$ cat src/rtl/data_mem_arbiter.sv
// ============================================================================
// Module   : data_mem_arbiter
// Purpose  : Shares one data-memory port between the CPU datapath and a host
//            loader/debugger; CPU has priority, a wait counter forces host service.
// Revision : 1.0  initial release
// ============================================================================
`default_nettype none

module data_mem_arbiter #(
  parameter int ADDR_W   = 10,
  parameter int DATA_W   = 32,
  parameter int MAX_WAIT = 8,
  parameter int WAIT_W   = 4
) (
  input  logic              clk,
  input  logic              rst,
  input  logic              cpu_en,
  input  logic              cpu_we,
  input  logic [ADDR_W-1:0] cpu_addr,
  input  logic [DATA_W-1:0] cpu_wdata,
  output logic              cpu_stall,
  input  logic              host_req,
  input  logic              host_we,
  input  logic [ADDR_W-1:0] host_addr,
  input  logic [DATA_W-1:0] host_wdata,
  output logic              host_gnt,
  output logic [DATA_W-1:0] host_rdata,
  output logic              host_rvalid,
  output logic              hold,
  output logic [ADDR_W-1:0] mem_addr,
  output logic              mem_we,
  output logic [DATA_W-1:0] mem_din,
  input  logic [DATA_W-1:0] mem_dout
);

  typedef enum logic [1:0] {
    IDLE   = 2'd0,
    H_ACC  = 2'd1,
    H_WAIT = 2'd2
  } state_e;

  localparam logic [WAIT_W-1:0] MAX_WAIT_C = WAIT_W'(MAX_WAIT);

  state_e              state_q, state_d;
  logic [WAIT_W-1:0]   wait_cnt_q, wait_cnt_d;
  logic                grant_d;
  logic [ADDR_W-1:0]   h_addr_q;
  logic                h_we_q;
  logic [DATA_W-1:0]   h_wdata_q;
  logic [DATA_W-1:0]   rdata_q;
  logic                rvalid_q;

  always_ff @(posedge clk or negedge rst) begin
    if (!rst) begin
      state_q    <= IDLE;
      wait_cnt_q <= '0;
    end else begin
      state_q    <= state_d;
      wait_cnt_q <= wait_cnt_d;
    end
  end

  // Host wins in IDLE when the CPU is idle or the host has waited long enough.
  always_comb begin
    state_d    = state_q;
    wait_cnt_d = wait_cnt_q;
    grant_d    = 1'b0;
    case (state_q)
      IDLE: begin
        if (host_req && (!cpu_en || wait_cnt_q == MAX_WAIT_C)) begin
          state_d    = H_ACC;
          wait_cnt_d = '0;
          grant_d    = 1'b1;
        end else if (!host_req) begin
          wait_cnt_d = '0;
        end else if (cpu_en && wait_cnt_q != MAX_WAIT_C) begin
          wait_cnt_d = wait_cnt_q + 1'b1;
        end
      end
      H_ACC:   state_d = h_we_q ? IDLE : H_WAIT;
      H_WAIT:  state_d = IDLE;
      default: state_d = IDLE;
    endcase
  end

  always_ff @(posedge clk or negedge rst) begin
    if (!rst) begin
      h_addr_q  <= '0;
      h_we_q    <= 1'b0;
      h_wdata_q <= '0;
    end else if (grant_d) begin
      h_addr_q  <= host_addr;
      h_we_q    <= host_we;
      h_wdata_q <= host_wdata;
    end
  end

  // Memory output lags the address by one cycle, so capture at the end of H_WAIT.
  always_ff @(posedge clk or negedge rst) begin
    if (!rst) begin
      rdata_q  <= '0;
      rvalid_q <= 1'b0;
    end else begin
      rvalid_q <= (state_q == H_WAIT);
      if (state_q == H_WAIT) begin
        rdata_q <= mem_dout;
      end
    end
  end

  // IDLE outputs are gated by reset so nothing reaches memory while in reset.
  always_comb begin
    cpu_stall   = 1'b0;
    host_gnt    = 1'b0;
    hold        = 1'b0;
    mem_addr    = '0;
    mem_we      = 1'b0;
    mem_din     = '0;
    host_rdata  = rdata_q;
    host_rvalid = rvalid_q;
    case (state_q)
      IDLE: begin
        if (rst) begin
          mem_addr = cpu_addr;
          mem_din  = cpu_wdata;
          mem_we   = cpu_en & cpu_we;
        end
      end
      H_ACC: begin
        host_gnt  = 1'b1;
        hold      = 1'b1;
        cpu_stall = 1'b1;
        mem_addr  = h_addr_q;
        mem_din   = h_wdata_q;
        mem_we    = h_we_q;
      end
      H_WAIT: begin
        hold      = 1'b1;
        cpu_stall = 1'b1;
        mem_addr  = h_addr_q;
        mem_din   = h_wdata_q;
      end
      default: ;
    endcase
  end

endmodule

`default_nettype wire

$ cat config.mk
export PLATFORM = sky130hd
export DESIGN_NAME = data_mem_arbiter
export DESIGN_NICKNAME = d
export VERILOG_FILES = /design/src/rtl/data_mem_arbiter.sv
export SDC_FILE = /design/constraint.sdc
export NUM_CORES = 1
export LEC_CHECK = 0
export BUFFER_PORTS_ARGS = -buffer_cell sky130_fd_sc_hd__buf_2
export CAP_MARGIN = 20
export CORE_ASPECT_RATIO = 0.9
export CORE_MARGIN = 2
export CORE_UTILIZATION = 42
export CTS_CLUSTER_DIAMETER = 50
export DETAILED_ROUTE_END_ITERATION = 7
export PLACE_DENSITY_LB_ADDON = 0.1
export SLEW_MARGIN = 20
export SYNTH_ARGS = -nofsm -noshare
export SYNTH_HDL_FRONTEND = slang
export SYNTH_SLANG_ARGS = --single-unit
$ cat constraint.sdc
create_clock -name clk -period 1.7 [get_ports clk]
set_input_delay 0.085 -clock clk [delete_from_list [all_inputs] [get_ports clk]]
set_output_delay 0.085 -clock clk [all_outputs]
set_load 0.02 [all_outputs]
==> results by stage, run 1 <==
Outcome:
- The run finished, with violations left.
- The checks that failed: setup timing.

GRT:
- The overall routing resource usage is 0.2117.
- The number of global-route vias before repair is approximately 3600.
- Entering global routing, the biggest net connects 60 pins.
- The first global-routing pass estimated approximately 17000 µm of wire.
- Global routing finished with a remaining overflow of 0.
- The number of antenna violations at the first check in global routing came to 0.

Logic synthesis:
- Of the synthesized area, sequential elements account for 0.5130.
- A synthesized cell averages roughly 13 µm².
- The fraction of post-synthesis cell area in the top cell type by area is 0.5130.
- The synthesized netlist occupies a cell area of around 4000 µm².
- The biggest area contributor in the post-synthesis netlist is dfrtp_1.
- The share of synthesized cell area in full adder, half adder and majority cells is 0.02502.
- The Yosys step of the flow raised 0 warnings.
- The register bit total from synthesis is approximately 80.
- Synthesis produced a netlist with a net count of between 400 and 500.
- The post-synthesis simple-gate area fraction is 0.05849.
- In the synthesized netlist, the number of instances is 307.
- Of the total synthesized cell area, the portion taken by XOR and XNOR cells is 0.
- The post-synthesis cell type count is 29.
- The synthesized-area fraction occupied by ao, oa, aoi and oai cells is 0.09853.
- After synthesis, the share of cell area in mux cells is 0.2537.
- Ranked by total cell area, the synthesized netlist is headed by dfrtp_1, mux2_4, mux2_2, a22oi_1, nor2_1.
- The main combinational cell family by area after synthesis is multiplexers.

Timing:
- The final critical path time including I/O delays and setup is around 1.9 ns.
- Timing would allow up to 0.5360 GHz.
- For the pin with the worst max-slew slack, the measured transition is ~0.7 ns.
- The post-route clock skew is 0.006270 ns.
- The final setup violation count is between 60 and 70.
- The final worst slack is -0.1656 ns.
- In this run the tightest slew margin relative to its limit is 0.5196.
- The tightest hold path in the finished design has a slack of 0.09721 ns.
- The number of hold violations in the final report came to 0.
- The number of slew-limit violations in the final report was 0.
- Setup repair after global routing could not meet its margin everywhere.
- In the finished design, the share of the clock period the worst path needs comes to 1.097.

Cells and area:
- The finished layout holds 730 standard cells, fillers aside.
- At the end of the flow, the number of nets in the layout was roughly 730.
- The area growth from synthesis to layout is 71.10%.
- The number of antenna cells inserted is 0.
- The fraction of layout cells with a size suffix above 1 is 0.6661.
- The top cell types in the final layout, fill and taps aside, are buf_2, dfrtp_1, dlygate4sd3_1.
- The number of fill cells in the layout is around 600.
- The library cell used most frequently in the layout, excluding fill and tap cells, is buf_2.

Pwr:
- Power spread over the standard cell area amounts to around 1900 nW/µm².
- The total power of the final layout is around 13 mW.
- Across the VDD grid, the largest voltage drop is about 0.0012 V.
- The static leakage is around 3.3 nW.

Clocking:
- The clock tree root buffer cell is clkbuf_8.
- The number of clock buffers added by TritonCTS is 9.
- The number of buffers on the longest clock path is 2.
- Clock latency on the worst-skew pair, taken at its later pin, is roughly 0.35 ns.
- The number of H-tree levels is 3.
- The clock sink count is between 80 and 90.
- The CTS tree is built.
- Clock-pin slew was measured on the worst setup and hold paths at 0.08 ns.

Die:
- The width of the die is ~110 µm.
- In this run the core area contains 33 standard-cell rows.
- For this configuration, the core starts out at a cell density of 0.4364.
- The die area is 10320 µm².
- In this run the count of I/O pins placed on the die edge is approximately 200.
- The vertical die dimension is just under 100 µm.
- The core region is 9166 µm².

Critical path:
- The endpoint class of the critical path is an output port.
- The worst-path maximum fanout is 24.
- Data on the critical path is required at its endpoint by roughly 1.6 ns.
- The critical path startpoint category is a flip-flop.
- On the worst path, the slowest cell contributes a delay of ~0.38 ns.
- On the critical path, the stage with the largest delay is an instance of dfrtp_1.
- The critical path in this run is classified as reg -> out.
- The signal on the critical path passes through inv_2, buf_6, ha_4, buf_12, a22oi_1, nor2_2, buf_4.
- STA puts the critical path data arrival time at approximately 1.8 ns.

Hold path:
- The path class of the tightest hold or removal check is in -> reg.

Placement:
- Routability-driven placement finished with a final weighted congestion of between 0.8 and 0.9.
- Once placement completed, the tool counted placed cells totaling between 600 and 700.
- The HPWL after detailed placement is roughly 7100 µm.
- The count of buffers inserted at the top-level ports is 200.

Route:
- The remaining number of nets flagged by the antenna check after routing is 0.
- In the final routed layout, each cell accounts on average for 15.77 µm.
- Dividing the detail-routed via count by the number of cells gives just under 5.
- Wires add up to roughly 12000 µm.
- The first routing iteration left 128 violations.
- The routed layout has 3539 vias.
- Before antenna repair, the detailed router went through 4 iterations.
- The remaining routing DRC violations is 0.

Job:
- Across the run, the number of max-cap violations was 0.
==> power by group <==
group / internal, mW / switching [mW]
combinational: 4.22 / 4.05
clock: 0.736 / 0.735
sequential: 2.91 / 0.619
total: 7.87 / 5.41
==> metrics by stage <==
step | setup slack, ns | util | TNS (ns) | instance area (µm²)
4_1_cts | -0.1309 | 0.7333 | -6.766 | 6721
3_5_place_dp | -0.006583 | 0.5842 | -0.02575 | 5355
2_1_floorplan | -0.09953 | - | -3.921 | 4100
6_report | -0.1656 | 0.7467 | -6.327 | 6844
3_3_place_gp | 0.02439 | 0.5842 | 0 | 5355
5_1_grt | -0.2526 | 0.7467 | -11.36 | 6844
==> layer usage <==
layer,global-route usage,share of wire
met1,0.2503,0.40
met2,0.3901,0.52
met3,0.04762,0.062
met4,0.06061,0.010
met5,0,0
==> state kept, by name (all words and copies together), names as in the netlist <==
name,cells
host_rdata,32
h_wdata_q,32
state_q,2
host_rvalid,1
h_we_q,1
h_addr_q,10
wait_cnt_q,4
==> cell usage after synthesis <==
library cell and number:
dfrtp_1 82, nand2_1 4, nand3_1 3, buf_4 1, nor2_1 42, mux2i_1 2, mux2_4 40, a41o_1 1
buf_6 1, or3_1 1, mux2_2 35, buf_2 7, o32ai_1 1, nor3_1 1, nand3b_1 1, buf_12 4
a32oi_1 2, and3b_1 1, a21o_1 1, o221ai_1 1, o2bb2ai_1 1, o21ai_0 3, inv_1 7, ha_1 8
nand2b_1 2, o211a_1 1, a22oi_1 41, and2_1 1, clkbuf_1 12
==> final timing paths <==
| kind | start | to | slack (ns) | cells past startpoint |
|---|---|---|---|---|
| max | state_q[0]$_DFFE_PN0P_ | mem_addr[6] | -0.17 | 7 |
| min | cpu_en | wait_cnt_q[1]$_DFFE_PN0P_ | 0.1 | 3 |
| max reg2reg | wait_cnt_q[0]$_DFFE_PN0P_ | h_we_q$_DFFE_PN0P_ | -0.08 | 7 |
| min reg2reg | host_rdata[21]$_DFFE_PN0P_ | host_rdata[21]$_DFFE_PN0P_ | 0.51 | 1 |
| max in group asynchronous | rst | h_addr_q[9]$_DFFE_PN0P_ | 0.71 | 3 |
| min in group asynchronous | rst | wait_cnt_q[2]$_DFFE_PN0P_ | 0.31 | 3 |
==> worst max-delay path, delay by kind of cell (launching register included) <==
kind            cells  cell delay (ns)
buf+inv             4             0.51
flops               1             0.38
fa+ha+maj           1             0.26
compound gates      1             0.23
simple gates        1             0.06
==> cell families (layout without fill, tap and decap cells) <==
family,Yosys count,after routing
AOI/OAI and AO/OA,52,52
adders and majority gates,8,8
buffers and inverters,32,333
DFF,82,82
muxes,77,77
and+or+nand+nor,56,56
==> cell type report <==
cell class	count	area (µm²)	share of cell area
multi-input combinational	193	2037	0.2976
timing repair buffer	310	2365	0.3455
tap	122	152.6	0.02230
clock buffer	10	137.6	0.02011
sequential	82	2052	0.2998
inverter	7	26.28	0.003839
clock inverter	6	73.82	0.01079
==> timing repair <==
item | in CTS | in global routing
pin swaps | 2 | 4
setup buffers | 7 | 4
cloned | 1 | 0
hold buffers | 76 | 0
endpoints found under the setup margin | 65 | 88
resized for setup | 85 | 35
endpoints found under the hold margin | 157 | 0
Note: power is estimated with default switching activity, not from simulation.
==> run 2, diff against run 1 <==
- CTS_BUF_LIST: unset -> sky130_fd_sc_hd__clkbuf_16
==> run 2 against run 1 <==
The flow still finishes with violations (setup timing). Hold slack got worse by 0.070 ns. Non-clock buffer count up 8. Worst setup slack lost 0.0062 ns. Fmax shrank 0.33%. Via count increased by 2.4%. Total power up 6.5%. Combinational power is 4.6% higher. Sequential power hardly changed. Global-route usage about the same.
==> results by stage, run 2 (same netlist as run 1, synthesis figures left out) <==
Timing:
- The final setup violation count is between 70 and 80.
- The number of slew-limit violations in the final report is 0.
- The final worst slack is -0.1718 ns.
- Setup repair after global routing could not meet its margin everywhere.
- The worst pin sits at a relative slew slack of 0.5143.
- The transition time at the pin with the least slew margin is ~0.73 ns.
- The number of hold violations in the final report is 0.
- The peak clock frequency supported by timing is 0.5343 GHz.
- For the finished layout, the period the worst path requires is roughly 1.9 ns.
- After routing, the total negative slack on setup checks comes to -6.588 ns.
- The share of the clock period used by the worst path after layout is 1.101.
- Across the routed clock network, the largest skew measured is between 0.005 and 0.006 ns.

Critical path:
- The endpoint class of the critical path is an output port.
- Counting cells, the worst reg-to-reg path comes to 7.
- At the worst endpoint, the required time is approximately 1.6 ns.
- The worst register-to-register path has a setup slack of -0.07 ns.
- STA classifies the critical path startpoint as a flip-flop.
- Along the worst path, the maximum fanout reaches 8.
- The setup path with the least slack is of type reg -> out.
- The terminus of the critical flop-to-flop path is h_wdata_q[28]$_DFFE_PN0P_.
- The worst register-to-register path begins at wait_cnt_q[0]$_DFFE_PN0P_.
- Data on the critical path arrives at its endpoint at roughly 1.8 ns.

Cells and area:
- Once layout is complete, the utilization of the core stands at 0.7789.
- Of the cells placed in the final design, the portion with a size suffix greater than 1 is 0.6737.
- The final layout contains ~740 nets.
- The top cell types in the final layout, fill and taps aside, are buf_2, dfrtp_1, dlygate4sd3_1.
- The number of antenna cells inserted is 0.
- The area growth from synthesis to layout is 78.48%.
- Excluding fillers, the count of instances in the completed layout stands at between 700 and 800.
- The commonest non-fill, non-tap cell in the layout is buf_2.

GRT:
- The total congestion overflow after global routing is 0.
- The number of global-route vias before repair is between 3000 and 4000.
- The first global-routing pass estimated 16970 µm of wire.
- The largest net degree at the start of global routing is 60.
- The number of antenna violations at the first check in global routing was 0.
- The overall routing resource usage is 0.2122.

Route:
- The remaining routing DRC violations is 0.
- In this run, the number of DRC markers left after iteration 0 of detailed routing was 111.
- The routed design has ~12000 µm of wire.
- The detailed-route wire length per cell is 16.55 µm.
- The remaining number of nets flagged by the antenna check after routing is 0.
- The ratio of routed vias to standard cells is approximately 4.9.
- The first TritonRoute pass finished after 4 iterations.
- The total number of vias is about 3600.

Pwr:
- The part of the total power dissipated in combinational logic is 0.612.
- Of the total power, the clock network draws 0.138.
- The share of total power consumed by net switching is 0.3965.
- For this design the total switching power over the nets is between 5 and 6 mW.
- The power per standard cell area is roughly 2000 nW/µm².
- The maximum vdd drop is around 0.0012 V.
- Of the total power, registers draw 0.251.
- In this run the static leakage power is roughly 3.4 nW.
- The total internal power is 8.538 mW.

Clocking:
- The clock tree root buffer cell is clkbuf_16.
- The CTS tree is built.
- The number of buffers created by CTS is 9.
- At the later pin of the worst-skew pair, clock insertion delay measures between 0.3 and 0.4 ns.
- The post-CTS clock slew at the launch and capture registers of the worst setup and hold paths is around 0.060 ns.
- CTS saw between 80 and 90 sinks.
- The number of H-tree levels is 3.
- The number of buffers on the longest clock path is 2.

Outcome:
- The checks that failed: setup timing.
- The flow ran to the end, but the final reports show violations.

Placement:
- At the placement stage, the worst setup path has a slack of -0.006583 ns.
- Detailed placement finished with a half-perimeter wire length of 7125 µm.
- The final weighted congestion in routability-driven placement is ~0.82.
- In this run, placement finished with an instance count of 628.
- The count of buffers inserted at the top-level ports is 200.

Die:
- The width of the die is around 110 µm.
- The die is 96.59 µm tall.
- The starting density of the core is 0.4364.
- After floorplanning, the core was divided into 33 placement rows.
- The core box area is 9166 µm².
- The number of top-level pins is between 200 and 250.
- The floorplan step defined a die boundary enclosing 10320 µm².

Job:
- The total of max-cap violations is 0.

Hold path:
- The worst hold path terminates at host_rdata[0]$_DFFE_PN0P_.
- The count of cells along the worst hold path is 2.
- The startpoint of the worst hold path is mem_dout[0].
- The path category of the worst min-delay check is in -> reg.
run 2: cell types whose count changed in the layout (fill, tap and decap cells not counted), sizes merged:
cell	change
buf	+5
clkbuf	+3
clkinv	+1
dlygate4sd3	-1
run 2: final cells by class:
class                   count  area [µm²]
flip-flops and latches     82        2052
inverters                   7       26.28
clock inverters             7       77.57
repair buffers            318        2556
fillers                   551        2027
multi-input cells         193        2049
clock buffers               9       225.2
well taps                 122       152.6
run 2: worst max-delay path by stage:
stage,start,endpoint,cells after the start
floorplan,state_q[0]$_DFFE_PN0P_,mem_din[0],6
global placement,wait_cnt_q[0]$_DFFE_PN0P_,h_wdata_q[7]$_DFFE_PN0P_,6
detailed placement,wait_cnt_q[0]$_DFFE_PN0P_,h_wdata_q[7]$_DFFE_PN0P_,6
CTS,state_q[0]$_DFFE_PN0P_,mem_din[2],7
global route,state_q[1]$_DFFE_PN0P_,mem_din[10],7
finish,state_q[1]$_DFFE_PN0P_,mem_din[10],7
run 2: per-stage QoR:
stage	hold slack [ns]	power (mW)	instance area [µm²]
global placement	0.1159	10.01	5355
floorplan	-0.2106	8.053	4100
finish	0.02751	14.15	7139
global route	0.01007	14.90	7139
CTS	0.001170	13.33	6815
detailed placement	0.1189	10.13	5355
run 2: power groups by stage:
| stage | Sequential (mW) | Clock, mW | Combinational [mW] |
|---|---|---|---|
| after floorplan | 3.86 | 0 | 4.20 |
| after global placement | 3.48 | 0 | 6.54 |
| after detailed placement | 3.46 | 0 | 6.67 |
| after CTS | 3.51 | 2.00 | 7.82 |
| after global routing | 3.66 | 2.09 | 9.15 |
| final | 3.54 | 1.95 | 8.65 |
run 2: per-layer routing:
layer / GRT usage / wire (µm) / vias to the layer above
li1: - / - / 1706
met4: 0.05952 / 140 / 0
met3: 0.04762 / 756 / 16
met1: 0.2530 / 4989 / 1750
met2: 0.3891 / 6331 / 151
met5: 0 / 0 / -
run 2: critical path, stage by stage, from the launching register on:
cell,delay (ns)
dfrtp_1,0.39
inv_2,0.09
ha_4,0.14
and2_4,0.28
clkbuf_16,0.20
a22oi_2,0.06
nor2_2,0.16
buf_6,0.14
run 2: what timing repair did:
item / CTS / global route
setup buffers: 5 / 7
setup endpoints to repair: 65 / 86
cloned: 1 / 6
pin swaps: 4 / 5
resized for setup: 87 / 39
hold buffers: 75 / 0
endpoints found under the hold margin: 156 / 0
==> run 3, diff against run 2 <==
- CORE_MARGIN: 2 -> unset
- TNS_END_PERCENT: unset -> 20
==> run 3 against run 2 <==
Count of clock-buffer cells in the layout is the same. The flow still finishes with violations (setup timing). Largest cell class unchanged. Critical path depth is the same. Critical path type unchanged. Non-clock buffer count is 24 lower. Clock skew up 0.0034 ns. Highest routed layer unchanged. Combinational power down 9.9%.
==> results by stage, run 3 (same netlist as run 1, synthesis figures left out) <==
Outcome:
- The flow ran to the end, but the final reports show violations.
- The checks that failed: setup timing.

Cells and area:
- The area growth from synthesis to layout is 66.69%.
- The number of antenna cells inserted is 0.
- At the end of the flow the core is filled with cells to 0.7274.
- In the final layout, the share of cells above drive strength 1 is 0.6537.
- The number of fill cells in the layout is roughly 660.
- After the last flow step, the layout net total stands at ~720.
- The library cells used most frequently in the layout, excluding fill and tap cells, are buf_2, dfrtp_1, dlygate4sd3_1.
- The library cell used most frequently in the layout, excluding fill and tap cells, is buf_2.

Route:
- In the routed design, unresolved DRC markers number 0.
- In the routed layout, each cell is associated on average with a via count of around 4.9.
- The detailed-route wire length per cell is between 15 and 20 µm.
- The number of iterations in the first detailed-routing pass is 4.
- The remaining number of nets flagged by the antenna check after routing is 0.
- The final route contains ~3500 vias.
- The first routing iteration left 140 violations.
- Wires add up to ~11000 µm.

Die:
- In this run the horizontal extent of the chip is around 100 µm.
- The number of top-level pins is between 200 and 250.
- The floorplan row count is 33.
- The floorplan step set the die height to about 95 µm.
- After floorplanning, the core was sized to cover slightly above 9000 µm².
- For this configuration, the core starts out at a cell density of 0.4364.
- The floorplan step defined a die boundary enclosing 9919 µm².

GRT:
- The number of global-route vias before repair is 3419.
- The number of antenna violations at the first check in global routing is 0.
- Entering global routing, the biggest net connects 55 pins.
- The overall routing resource usage is 0.2117.
- For this run the aggregate overflow at the end of global routing stands at 0.
- The first global-routing pass estimated ~16000 µm of wire.

Critical path:
- The maximum cell stage delay along the critical path is around 0.4 ns.
- The critical path startpoint category is a flip-flop.
- The slowest stage of the critical path is the dfrtp_1 cell.
- The signal on the critical path passes through inv_2, ha_4, and2_4, buf_12, a22oi_1, nor2_2, buf_2.
- On the critical path the largest part of the delay comes from buffers and inverters.
- Data arrives at the worst endpoint at around 1.7 ns.
- Of all nets on the critical path, the largest fanout is 21.
- STA puts the critical path data required time at around 1.6 ns.
- The type of the setup path with the least slack is reg -> out.
- Counting both buffers and inverters, the worst setup path holds a total of 3.
- STA classifies the critical path endpoint as an output port.

Pwr:
- Summed over all cells, the static leakage comes to approximately 3.2 nW.
- Dividing total power by cell area gives a power density of ~2000 nW/µm².
- The maximum vdd drop is approximately 0.0011 V.

Placement:
- The count of buffers inserted at the top-level ports is 200.
- Timing analysis after detailed placement gives a worst setup slack of -0.006355 ns.
- Routability-driven placement finished with a final weighted congestion of ~0.76.
- Detailed placement ended at an HPWL of ~7200 µm.

Timing:
- The final critical path time including I/O delays and setup is 1.811 ns.
- In the post-route analysis, the smallest setup slack over all paths is -0.1110 ns.
- Setup repair after global routing could not meet its margin everywhere.
- The headroom to the max-slew limit is 0.5532.
- Timing would allow up to 0.5522 GHz.
- Dividing the final minimum period by the clock period gives 1.065.
- The post-route clock skew is between 0.008 and 0.009 ns.
- Setup violations remaining at the end of the flow were counted as between 40 and 50.
- The number of slew-limit violations in the final report was 0.
- The transition time at the pin with the least slew margin is 0.6703 ns.
- The number of hold violations in the final report is 0.

Job:
- The total of max-cap violations is 0.

Clocking:
- The CTS tree is built.
- The number of H-tree levels is 3.
- The clock passes through at most 2 buffers.
- The clock sink count is 82.
- The latest clock arrival within the worst-skew pair is 0.33 ns.
- The root buffer cell chosen for the clock tree is clkbuf_16.
- The post-CTS clock slew at the launch and capture registers of the worst setup and hold paths is approximately 0.06 ns.
- TritonCTS created 9 clock buffers.

Hold path:
- The path category of the worst min-delay check is in -> reg.
## run 3: cell types whose count changed in the layout (fill, tap and decap cells not counted), sizes merged
cell,change
bufinv,+1
clkbuf,-4
clkinvlp,-1
buf,-13
clkinv,+2
inv,-2
dlygate4sd3,-7
## run 3: stage by stage
stage / hold slack [ns] / cells / TNS (ns) / power (mW) / instance area, µm²
floorplan: -0.2106 / 307 / -4.371 / 8.053 / 4100
global placement: -0.07560 / 626 / 0 / 9.992 / 5328
detailed placement: -0.07265 / 626 / -0.02353 / 10.10 / 5328
CTS: 0.003294 / 713 / -2.681 / 12.88 / 6519
global route: 0.0005638 / 714 / -7.752 / 14.07 / 6668
finish: 0.007743 / 714 / -2.542 / 13.34 / 6668
## run 3: layout make-up
type	count	area, µm²	share of cell area
Timing Repair Buffer	294	2117	0.3175
Sequential cell	82	2052	0.3078
Multi-Input combinational cell	193	2001	0.3001
Clock buffer	9	225.2	0.03378
Tap cell	122	152.6	0.02289
Clock inverter	7	93.84	0.01407
Inverter	7	26.28	0.003941
## run 3: final timing paths
path	startpoint	to	slack, ns	depth (start not counted)
max in group asynchronous	rst	h_addr_q[4]$_DFFE_PN0P_	0.64	3
hold reg to reg	host_rdata[11]$_DFFE_PN0P_	host_rdata[11]$_DFFE_PN0P_	0.50	1
hold / removal	host_wdata[8]	h_wdata_q[8]$_DFFE_PN0P_	0.008	2
setup / recovery	state_q[0]$_DFFE_PN0P_	mem_addr[6]	-0.11	7
min in group asynchronous	rst	state_q[0]$_DFFE_PN0P_	0.17	2
setup reg to reg	wait_cnt_q[0]$_DFFE_PN0P_	h_wdata_q[12]$_DFFE_PN0P_	0	6
## run 3: metal layers
layer | share of wire | global-route usage | vias up | wire length (µm)
met5 | 0 | 0 | - | 0
met4 | 0.015 | 0.07394 | 0 | 167
met3 | 0.053 | 0.04072 | 16 | 574
met2 | 0.50 | 0.3620 | 138 | 5391
met1 | 0.43 | 0.2713 | 1656 | 4690
li1 | - | - | 1657 | -
## run 3: repair_timing
| action | 4_1_cts | 5_1_grt |
|---|---|---|
| hold buffers | 68 | 0 |
| endpoints found under the hold margin | 95 | 0 |
| setup endpoints to repair | 50 | 86 |
| gates resized for setup | 47 | 39 |
| setup buffers | 3 | 1 |
| pin swaps | 3 | 4 |
## run 3: power breakdown
part           total, mW  switching, mW  internal, mW
Combinational       7.79           3.90          3.89
Clock               2.03          0.749          1.28
Sequential          3.52          0.604          2.92
